==> src/rtl/curve_lut_ctrl_if.sv <==
// rtl/curve_lut_ctrl_if.sv - pixel, statistics and base-curve table signals of curve_lut_ctrl
interface curve_lut_ctrl_if;
  logic       i_en;
  logic       i_vsync;
  logic       i_de;
  logic [7:0] i_y;
  logic       o_de;
  logic [7:0] o_y;
  logic [7:0] o_tab_addr;
  logic [7:0] i_tab_data;
  logic [4:0] o_alpha;
  logic       o_ready;
  logic       o_busy;

  // Upstream side: video source plus the base-curve table
  modport master (
    output i_en, i_vsync, i_de, i_y, i_tab_data,
    input  o_de, o_y, o_tab_addr, o_alpha, o_ready, o_busy
  );

  // Controller side
  modport slave (
    input  i_en, i_vsync, i_de, i_y, i_tab_data,
    output o_de, o_y, o_tab_addr, o_alpha, o_ready, o_busy
  );
endinterface

==> src/rtl/curve_lut_ctrl.sv <==
// rtl/curve_lut_ctrl.sv - adaptive dark-enhancement curve with double-buffered LUT
module curve_lut_ctrl #(
  parameter int FRAME_PIX_LOG2 = 16,
  parameter int ALPHA_SHIFT    = 4
) (
  input logic             clk,
  input logic             rst,
  curve_lut_ctrl_if.slave bus
);

  localparam int SW = 8 + FRAME_PIX_LOG2 + 1;

  typedef enum logic [1:0] {COLLECT, CALC, FILL, DONE} state_t;

  state_t        state;
  logic [SW-1:0] sum;
  logic [7:0]    mean;
  logic [7:0]    cnt;
  logic [4:0]    alpha;
  logic          active;
  logic          ready;

  logic [7:0]    bank [0:511];
  logic [7:0]    rd_data;
  logic [7:0]    y_q;
  logic          ready_q;
  logic          de_q;

  // Saturating luma accumulator and frame mean
  logic [SW:0]   sum_add;
  logic [SW-1:0] sum_sat;
  logic [SW-1:0] sum_shift;
  logic [7:0]    mean_next;
  assign sum_add   = {1'b0, sum} + {{(SW-7){1'b0}}, bus.i_y};
  assign sum_sat   = sum_add[SW] ? {SW{1'b1}} : sum_add[SW-1:0];
  assign sum_shift = sum >> FRAME_PIX_LOG2;
  assign mean_next = (|sum_shift[SW-1:8]) ? 8'hff : sum_shift[7:0];

  // Darker frames get a stronger pull toward the base curve
  logic [7:0] mean_q;
  logic [4:0] alpha_calc;
  assign mean_q     = mean >> (8 - ALPHA_SHIFT);
  assign alpha_calc = bus.i_en ? (5'(1 << ALPHA_SHIFT) - mean_q[4:0]) : 5'd0;

  // Blend identity with base curve for the current fill entry, clamped to 8 bits
  logic signed [15:0] diff;
  logic signed [15:0] prod;
  logic signed [15:0] blend;
  logic [7:0]         wr_data;
  logic               wr_en;
  assign diff    = $signed({8'd0, bus.i_tab_data}) - $signed({8'd0, cnt});
  assign prod    = diff * $signed({11'd0, alpha});
  assign blend   = $signed({8'd0, cnt}) + (prod >>> ALPHA_SHIFT);
  assign wr_data = (blend < 0) ? 8'd0 : (blend > 255) ? 8'd255 : blend[7:0];
  // A frame start during FILL aborts the entry in flight
  assign wr_en   = (state == FILL) && !bus.i_vsync;

  // Statistics, bank swap and fill sequencing
  always_ff @(posedge clk) begin
    if (rst) begin
      state  <= COLLECT;
      sum    <= '0;
      mean   <= '0;
      cnt    <= '0;
      alpha  <= '0;
      active <= 1'b0;
      ready  <= 1'b0;
    end else if (bus.i_vsync) begin
      mean  <= mean_next;
      sum   <= bus.i_de ? {{(SW-8){1'b0}}, bus.i_y} : '0;
      state <= CALC;
      // Only a completely filled shadow bank is ever swapped in
      if (state == DONE) begin
        active <= ~active;
        ready  <= 1'b1;
      end
    end else begin
      if (bus.i_de) sum <= sum_sat;
      case (state)
        CALC: begin
          alpha <= alpha_calc;
          cnt   <= '0;
          state <= FILL;
        end
        FILL: begin
          cnt <= cnt + 8'd1;
          if (cnt == 8'd255) state <= DONE;
        end
        default: ;
      endcase
    end
  end

  // Bank RAM: fill writes the shadow half, pixel path reads the active half
  always_ff @(posedge clk) begin
    if (wr_en) bank[{~active, cnt}] <= wr_data;
    rd_data <= bank[{active, bus.i_y}];
  end

  // Pixel-path side registers that select between RAM output and bypass
  always_ff @(posedge clk) begin
    if (rst) begin
      y_q     <= '0;
      ready_q <= 1'b0;
      de_q    <= 1'b0;
    end else begin
      y_q     <= bus.i_y;
      ready_q <= ready;
      de_q    <= bus.i_de;
    end
  end

  assign bus.o_y        = ready_q ? rd_data : y_q;
  assign bus.o_de       = de_q;
  assign bus.o_tab_addr = cnt;
  assign bus.o_alpha    = alpha;
  assign bus.o_ready    = ready;
  assign bus.o_busy     = (state == CALC) || (state == FILL);

endmodule

==> src/flat_wrapper.sv <==
// flat-port wrapper written by rule: the top's interface ports become plain ports
module curve_lut_ctrl_flat 
#(
  parameter int FRAME_PIX_LOG2 = 16,
  parameter int ALPHA_SHIFT    = 4
)
  (clk, rst, bus_i_en, bus_i_vsync, bus_i_de, bus_i_y, bus_i_tab_data, bus_o_de, bus_o_y, bus_o_tab_addr, bus_o_alpha, bus_o_ready, bus_o_busy);
  curve_lut_ctrl_if bus_i ();
  input logic clk;
  input logic rst;
  input wire logic [$bits(bus_i.i_en)-1:0] bus_i_en;
  input wire logic [$bits(bus_i.i_vsync)-1:0] bus_i_vsync;
  input wire logic [$bits(bus_i.i_de)-1:0] bus_i_de;
  input wire logic [$bits(bus_i.i_y)-1:0] bus_i_y;
  input wire logic [$bits(bus_i.i_tab_data)-1:0] bus_i_tab_data;
  output wire logic [$bits(bus_i.o_de)-1:0] bus_o_de;
  output wire logic [$bits(bus_i.o_y)-1:0] bus_o_y;
  output wire logic [$bits(bus_i.o_tab_addr)-1:0] bus_o_tab_addr;
  output wire logic [$bits(bus_i.o_alpha)-1:0] bus_o_alpha;
  output wire logic [$bits(bus_i.o_ready)-1:0] bus_o_ready;
  output wire logic [$bits(bus_i.o_busy)-1:0] bus_o_busy;
  assign bus_i.i_en = bus_i_en;
  assign bus_i.i_vsync = bus_i_vsync;
  assign bus_i.i_de = bus_i_de;
  assign bus_i.i_y = bus_i_y;
  assign bus_i.i_tab_data = bus_i_tab_data;
  assign bus_o_de = bus_i.o_de;
  assign bus_o_y = bus_i.o_y;
  assign bus_o_tab_addr = bus_i.o_tab_addr;
  assign bus_o_alpha = bus_i.o_alpha;
  assign bus_o_ready = bus_i.o_ready;
  assign bus_o_busy = bus_i.o_busy;
  curve_lut_ctrl #(.FRAME_PIX_LOG2(FRAME_PIX_LOG2), .ALPHA_SHIFT(ALPHA_SHIFT)) u_core (.clk(clk), .rst(rst), .bus(bus_i));
endmodule
==> config.mk <==
export PLATFORM = sky130hd
export DESIGN_NAME = curve_lut_ctrl_flat
export DESIGN_NICKNAME = d
export VERILOG_FILES = /design/src/rtl/curve_lut_ctrl_if.sv /design/src/rtl/curve_lut_ctrl.sv /design/src/flat_wrapper.sv
export SDC_FILE = /design/constraint.sdc
export NUM_CORES = 2
export LEC_CHECK = 0
export ABC_CLOCK_PERIOD_IN_PS = 75600
export CAP_MARGIN = 20
export CORE_MARGIN = 8
export CORE_UTILIZATION = 48
export CTS_CLUSTER_DIAMETER = 50
export DETAILED_ROUTE_END_ITERATION = 10
export HOLD_SLACK_MARGIN = 0.03
export SYNTH_ARGS = -nofsm -noshare
export SYNTH_HDL_FRONTEND = slang
export SYNTH_SLANG_ARGS = --single-unit
==> constraint.sdc <==
create_clock -name clk -period 75.6 [get_ports clk]
set_input_delay 15.12 -clock clk [delete_from_list [all_inputs] [get_ports clk]]
set_output_delay 15.12 -clock clk [all_outputs]
set_load 0.01 [all_outputs]
==> results.md <==
* Status: completed
* Synth Area in Adders at 0.00830
* Syn avg cell area at 20.2 sq um
* All-Layer GR Usage at 0.260
* Top-count cell post-synth: edfxtp_1
* Final Cycle Share at 0.338
* Compound-gate portion of the synthesized area at 0.0315
* Largest family of logic cells by synthesized area: multiplexers
* CTS hold repair buffers at 0
* Dominant cells by area after synthesis: edfxtp_1, mux4_2, nor2_1
* Resized cells post-CTS at 0
* Kind of critical path: in2reg
* Sequential share of power at 0.508
* # DRC at 0
* Detailed Routing Iterations Pass 1 at 8
* Die height at approximately 600 um
* Slew @ Worst Pin at 1.41 ns
* Mapped Area at approximately 160000 sq um
* Post-DRT Antenna Nets at 0
* Fin. max-slew vios at 0
* Total CTS buffers at around 450
* Syn Inst Count at just over 8000
* Io pins at 45
* Slowest CP cell: buf_4
* Pint at between 0.004 and 0.005 W
* Vias in the first global route at 84100
* Commonest cells post-synth: edfxtp_1, mux4_2, nor2_1
* Simple-gate share of the synthesized area at 0.0340
* Power density over the cells at ~28 nW/um^2
* Post-layout minimum cycle time at 25.54 ns
* Vias/cell at ~6.5
* Area leader, netlist: edfxtp_1
* Root buf cell: clkbuf_16
* Critical path peak fanout at just over 100
* Final Hold Fails at 0
* Mapped Nets at 8227
* CTS tree: built
* FF+latch count, synth at 4160
* Peak Freq at between 0.03 and 0.04 GHz
* Post-Layout Inst Area at about 180000 sq um
* Worst EP arrival at between 20 and 30 ns
* Detailed-route via count at between 80000 and 90000
* RSZ-0062 raised after global routing: false
* Critical Path RT at 76.20 ns
* Row Count at around 210
* Post-Route Skew at 0.0711 ns
* Area Growth Syn to Fin at 12.6%
* Largest stage delay on the critical path at 0.86 ns
* Post CTS Setup Buffer Count at 0
* Clk pin slew, worst setup/hold paths at 0.06 ns
* Relative slew margins at 0.0567
* Final setup vio count at 0
* Ys Warns at 0
* Nets at about 8500
* CP Capture Type: flop
* DR iter-0 viols at between 10000 and 15000
* Startpoint types: input port
* Gpl congestion at around 0.86
* Setup TNS at 0 ns
* Clock sink total at ~4200
* Clk_lat worst skew at 0.98 ns
* Core ar. at 340000 sq um
* Multiplexer share of the synthesized area at 0.148
* NetSw at between 0.001 and 0.0015 W
* Initial antenna violation count at 41
* Placed Instance Area at around 170000 sq um
* Hold crit path type: reg2reg
* Register area share after synthesis at 0.759
* Synth Flop Type: edfxtp_1
* Bufs on Longest Clock Path at 4
* Wire length per cell at 35.8 um
* FFs w/ async S/R, synth at 0
* Share of total power in combinational logic at 0.068
* Post-DP HPWL at 289000 um
* Netlist cell types at 80
* Maxcap violations at 0
* Area share of the largest cell type after synthesis at 0.752
* Routed WL at 476000 um
* Worst VDD drop at 0.0000195 V
* Port Buf Inserts at 44
* Pleak at ~58 nW
* Synth Area in XOR/XNOR at 0.00174
* Congestion Overflow GR at 0
* H-tree depth at 5
* Largest net degree at the start of global routing at about 190
* Post-synth EDFFs at slightly above 4000
* Die W at 600 um
* Net Sw Frac at 0.227
* Die Area at 360000 sq um
* First-pass GRT wire length at 665000 um
* Initial Util at 0.482
* Layout cells sized above 1 at 0.226
* Clk pwr share at 0.424
-- registers in the layout, indices dropped and copies added (netlist names), 2 cells and up --
register,flops
u_core.rd_data,8
u_core.y_q,8
u_core.bank,4096
u_core.mean,4
u_core.sum,25
u_core.state,2
u_core.bus.o_tab_addr,8
u_core.bus.o_alpha,5
-- worst paths after layout --
| kind | startpoint | end | slack, ns | depth (start not counted) |
|---|---|---|---|---|
| setup / recovery | bus_i_tab_data[0] | u_core.bank[163][7] | 50.06 | 31 |
| hold / removal | u_core.sum[7] | u_core.sum[7] | 0.48 | 2 |
| setup reg to reg | u_core.bus.o_tab_addr[1] | u_core.bank[163][7] | 63.91 | 30 |
| hold reg to reg | u_core.sum[7] | u_core.sum[7] | 0.48 | 2 |
-- power groups by stage --
stage	registers, W	clock network, W	logic (W)
2_1_floorplan	0.00278	0	0.000186
3_3_place_gp	0.00270	0	0.000338
3_5_place_dp	0.00270	0	0.000350
4_1_cts	0.00265	0.00223	0.000350
5_1_grt	0.00265	0.00231	0.000369
6_report	0.00265	0.00221	0.000353
-- worst max-delay path, delay by kind of cell --
family / cells / cell delay, ns
buffers and inverters: 6 / 3.65
AOI/OAI and AO/OA: 10 / 3.00
adders and majority gates: 7 / 2.58
and+or+nand+nor: 6 / 0.97
xor gates and xnor gates: 2 / 0.42
-- layout make-up --
| type | count | area (sq um) |
|---|---|---|
| Clock buffer | 539 | 11800 |
| Antenna cell | 23 | 57.6 |
| Timing Repair Buffer | 260 | 2280 |
| Fill cell | 26000 | 155000 |
| Clock inverter | 287 | 3100 |
| Sequential cell | 4160 | 124000 |
| Tap cell | 4536 | 5680 |
| Multi-Input combinational cell | 3403 | 36900 |
| Inverter | 75 | 292 |
-- cells by family (layout without fill, tap and decap cells) --
family	Yosys count	count (layout)
adder cells (fa/ha/maj)	90	90
other	0	23
multiplexers	1222	1222
buffers and inverters	553	1161
XOR/XNOR	31	31
AO/OA/AOI/OAI	771	771
AND/OR/NAND/NOR	1289	1289
flip-flops	4160	4160
-- per-layer routing --
layer	up-vias	part of all wire	track usage
met2	5112	0.46	0.396
met3	877	0.11	0.0589
met4	8	0.042	0.0981
li1	33900	-	-
met1	45800	0.39	0.372
met5	-	0.000095	0
-- stage by stage --
step | utilization | hold slack, ns | std cells | total power (W) | setup WS, ns
finish | 0.543 | 0.483 | 13300 | 0.00521 | 50.06
CTS | 0.542 | 0.486 | 13300 | 0.00523 | 50.12
floorplan | - | 0.452 | 8116 | 0.00297 | 30.21
global route | 0.543 | 0.515 | 13300 | 0.00533 | 49.30
detailed placement | 0.499 | 0.479 | 12400 | 0.00305 | 49.15
global placement | 0.499 | 0.476 | 12400 | 0.00304 | 49.42
-- cell usage in the layout (no fill, tap or decap), types with 31 or more instances in the layout --
master and instances:
a21oi_1 145, a22oi_1 107, a31oi_1 52, and2_1 38, buf_4 197, bufinv_16 55, clkbuf_1 80, clkbuf_16 456
clkdlybuf4s50_1 36, clkinv_1 72, clkinv_2 71, clkinvlp_4 42, dfxtp_1 64, edfxtp_1 4096, fa_1 31, ha_1 59
inv_1 73, mux2i_1 233, mux4_2 959, nand2_1 231, nand3_1 91, nor2_1 689, nor3_1 44, o21ai_0 134
o221ai_1 38, o22ai_1 109
Power figures use the tool's default switching activity.
==> RTL edit (same flow settings) <==
`y_q` no longer has a reset.
--- a/src/rtl/curve_lut_ctrl.sv
+++ b/src/rtl/curve_lut_ctrl.sv
@@ -102,3 +102,2 @@
     if (rst) begin
-      y_q     <= '0;
       ready_q <= 1'b0;
@@ -106,3 +105,2 @@
     end else begin
-      y_q     <= bus.i_y;
       ready_q <= ready;
@@ -110,2 +108,6 @@
     end
+  end
+
+  always_ff @(posedge clk) begin
+    y_q <= bus.i_y;
   end
Check against the original RTL: not settled (the Yosys comparison gave no result); the edit may change what the design does.
==> RTL edit against the unedited design <==
Clock skew is 0.036 ns lower. Cell area about the same. Die area rose by 0.18%. Wire length increased by 0.26%. Cell count decreased by 0.51%. Setup slack improved by 0.62 ns. Largest power group unchanged. Hold slack improved by 0.019 ns. Power is 1.5% higher. Sequential cell count stayed put. Highest routed layer unchanged. Area after synthesis rose by 0.18%.
==> RTL edit: results (changes against the unedited design) <==
Logic synthesis
  • Seq/Total Area, Yosys: 0.758 (-0.00137)
  • Cells after synthesis: 8047 (-0.85%)
  • Synth cell count leaders: edfxtp_1 (4096), mux4_2 (939), nor2_1 (715)
  • Multiplexer area fraction after synthesis: 0.153 (+0.00466)
  • Mapped Nets: 8158 (-0.84%)
  • Compound-cell area share of the yosys netlist: 0.0292 (-0.00223)
  • Synth Area in XOR/XNOR: 0.00171 (-0.0000337)
  • Adder-Cell Fraction of Synth Area: 0.00829 (-0.0000150)
  • Top cells by area, synth: edfxtp_1 (75%), mux4_2 (13%), nor2_1 (1.6%)
  • Synth async-reset ratio: 0 (unchanged)
  • Post-synth cell types: 74 (-7.5%)

Routing
  • Pre-antenna DRT Iters: 6 (-2)
  • Initial drt markers: 12385 (+7.3%)
  • Via count: 84935 (-0.93%)
  • Routed WL: 477 mm (+0.26%)

Timing
  • Clk_skew: 0.0351 ns (-0.0360 ns)
  • Actual transition at the worst max-transition pin: 1.42 ns (+0.00967 ns)

Min path
  • HP Class: flip-flop to flip-flop
  • Hold Path Stages: 1 (-1)
  • Hold Path Sink: u_core.sum[0]$_SDFFE_PP0P_
  • Min-Delay Startpoint: u_core.sum[0]$_SDFFE_PP0P_

CTS
  • CTS root buffer: clkbuf_16
  • H-tree levels: 5 (unchanged)
  • Postcts setup bufs: 0 (unchanged)
  • TritonCTS Buffers: 438 (-2.0%)

Place
  • Placed cell count: 12363 (-0.52%)
  • GPL Wtd Cong: 0.854 (-0.85%)
  • Post-DP HPWL: 287 mm (-0.83%)

Critical path
  • Crit path DAT: 25.54 ns (-0.60 ns)
  • Worst reg2reg startpoint: u_core.bus.o_tab_addr[1]$_SDFFE_PP0P_
  • Worst-path fanout max: 97 (-5.8%)
  • Worst setup path startpoint: bus_i_tab_data[1]
  • Worst path max stage delay: 0.91 ns (+0.05 ns)
  • R2r worst-path depth: 33 (+10%)
  • Worst Setup EP: u_core.bank[511][0]$_DFFE_PP_
  • Reg2reg setup slack: 64.35 ns (+0.44 ns)

Cells and area
  • Final cell count without fillers: 13215 (-0.51%)
  • Largest registers: u_core.bank x4096, u_core.sum x25
  • Filler cell count: 25823 (-0.54%)
  • Share of cells above drive strength 1: 0.226 (about the same)
  • Layout Nets: 8390 (-0.80%)

Global route
  • Largest net degree at the start of global routing: 234 (+21%)
  • First-pass GRT wire length: 664 mm (-0.23%)
  • GRT Util Overall: 0.258 (-0.00282)
  • Initial antenna violation count: 47 (+15%)
  • Vias in the first global route: 83720 (-0.44%)

Outcome
  • Status: complete, no violations

Power and ir drop
  • Static Leakage: 0.0581 uW (about the same)
  • Peak supply drop: 0.0247 mV (+27%)
==> RTL edit: changes by cell type in the layout (fill, tap and decap cells not counted), sizes merged, moves of 9 or more <==
| cell | delta |
|---|---|
| a22o | -9 |
| clkinv | +10 |
| diode | +10 |
| o21ai | +30 |
| nor2 | +11 |
| mux2 | +26 |
| nand2 | -53 |
| mux2i | +23 |
| a31oi | -27 |
| o221ai | -12 |
| nand3 | -30 |
| clkbuf | -18 |
| a22oi | -18 |
==> RTL edit: logic make-up (layout without fill, tap and decap cells) <==
kind of cell / Yosys count / in the layout
adders and majority gates: 90 / 90
buffers and inverters: 535 / 1134
and+or+nand+nor: 1210 / 1210
xor gates and xnor gates: 32 / 32
DFF: 4160 / 4160
muxes: 1279 / 1279
other: 0 / 33
AOI/OAI and AO/OA: 741 / 741
==> RTL edit: power by group <==
part | internal [uW] | switching [uW] | total [uW]
Combinational | 85.5 | 311 | 397
Clock | 1280 | 915 | 2200
Sequential | 2690 | 1.66 | 2700
==> RTL edit: through the flow <==
step           setup WS, ns  hold slack, ns  cell area, sq um
2_1_floorplan         37.98           0.453            164000
3_3_place_gp          49.70           0.468            169000
3_5_place_dp          49.53           0.476            169000
4_1_cts               50.56           0.490            184000
5_1_grt               49.94           0.509            184000
6_report              50.67           0.502            184000
==> RTL edit: area by class of cell <==
class	count	area share
Clock buffer	520	0.0631
Multi-Input combinational cell	3352	0.201
Antenna cell	33	0.000448
Sequential cell	4160	0.674
Tap cell	4536	0.0308
Inverter	71	0.00147
Timing Repair Buffer	256	0.0129
Clock inverter	287	0.0166
==> RTL edit: per-layer routing <==
layer	wire, um	vias up	GRT usage
li1	-	33753	-
met1	188000	45505	0.366
met2	221000	4806	0.398
met3	48900	863	0.0538
met4	18900	8	0.0952
met5	54	-	0
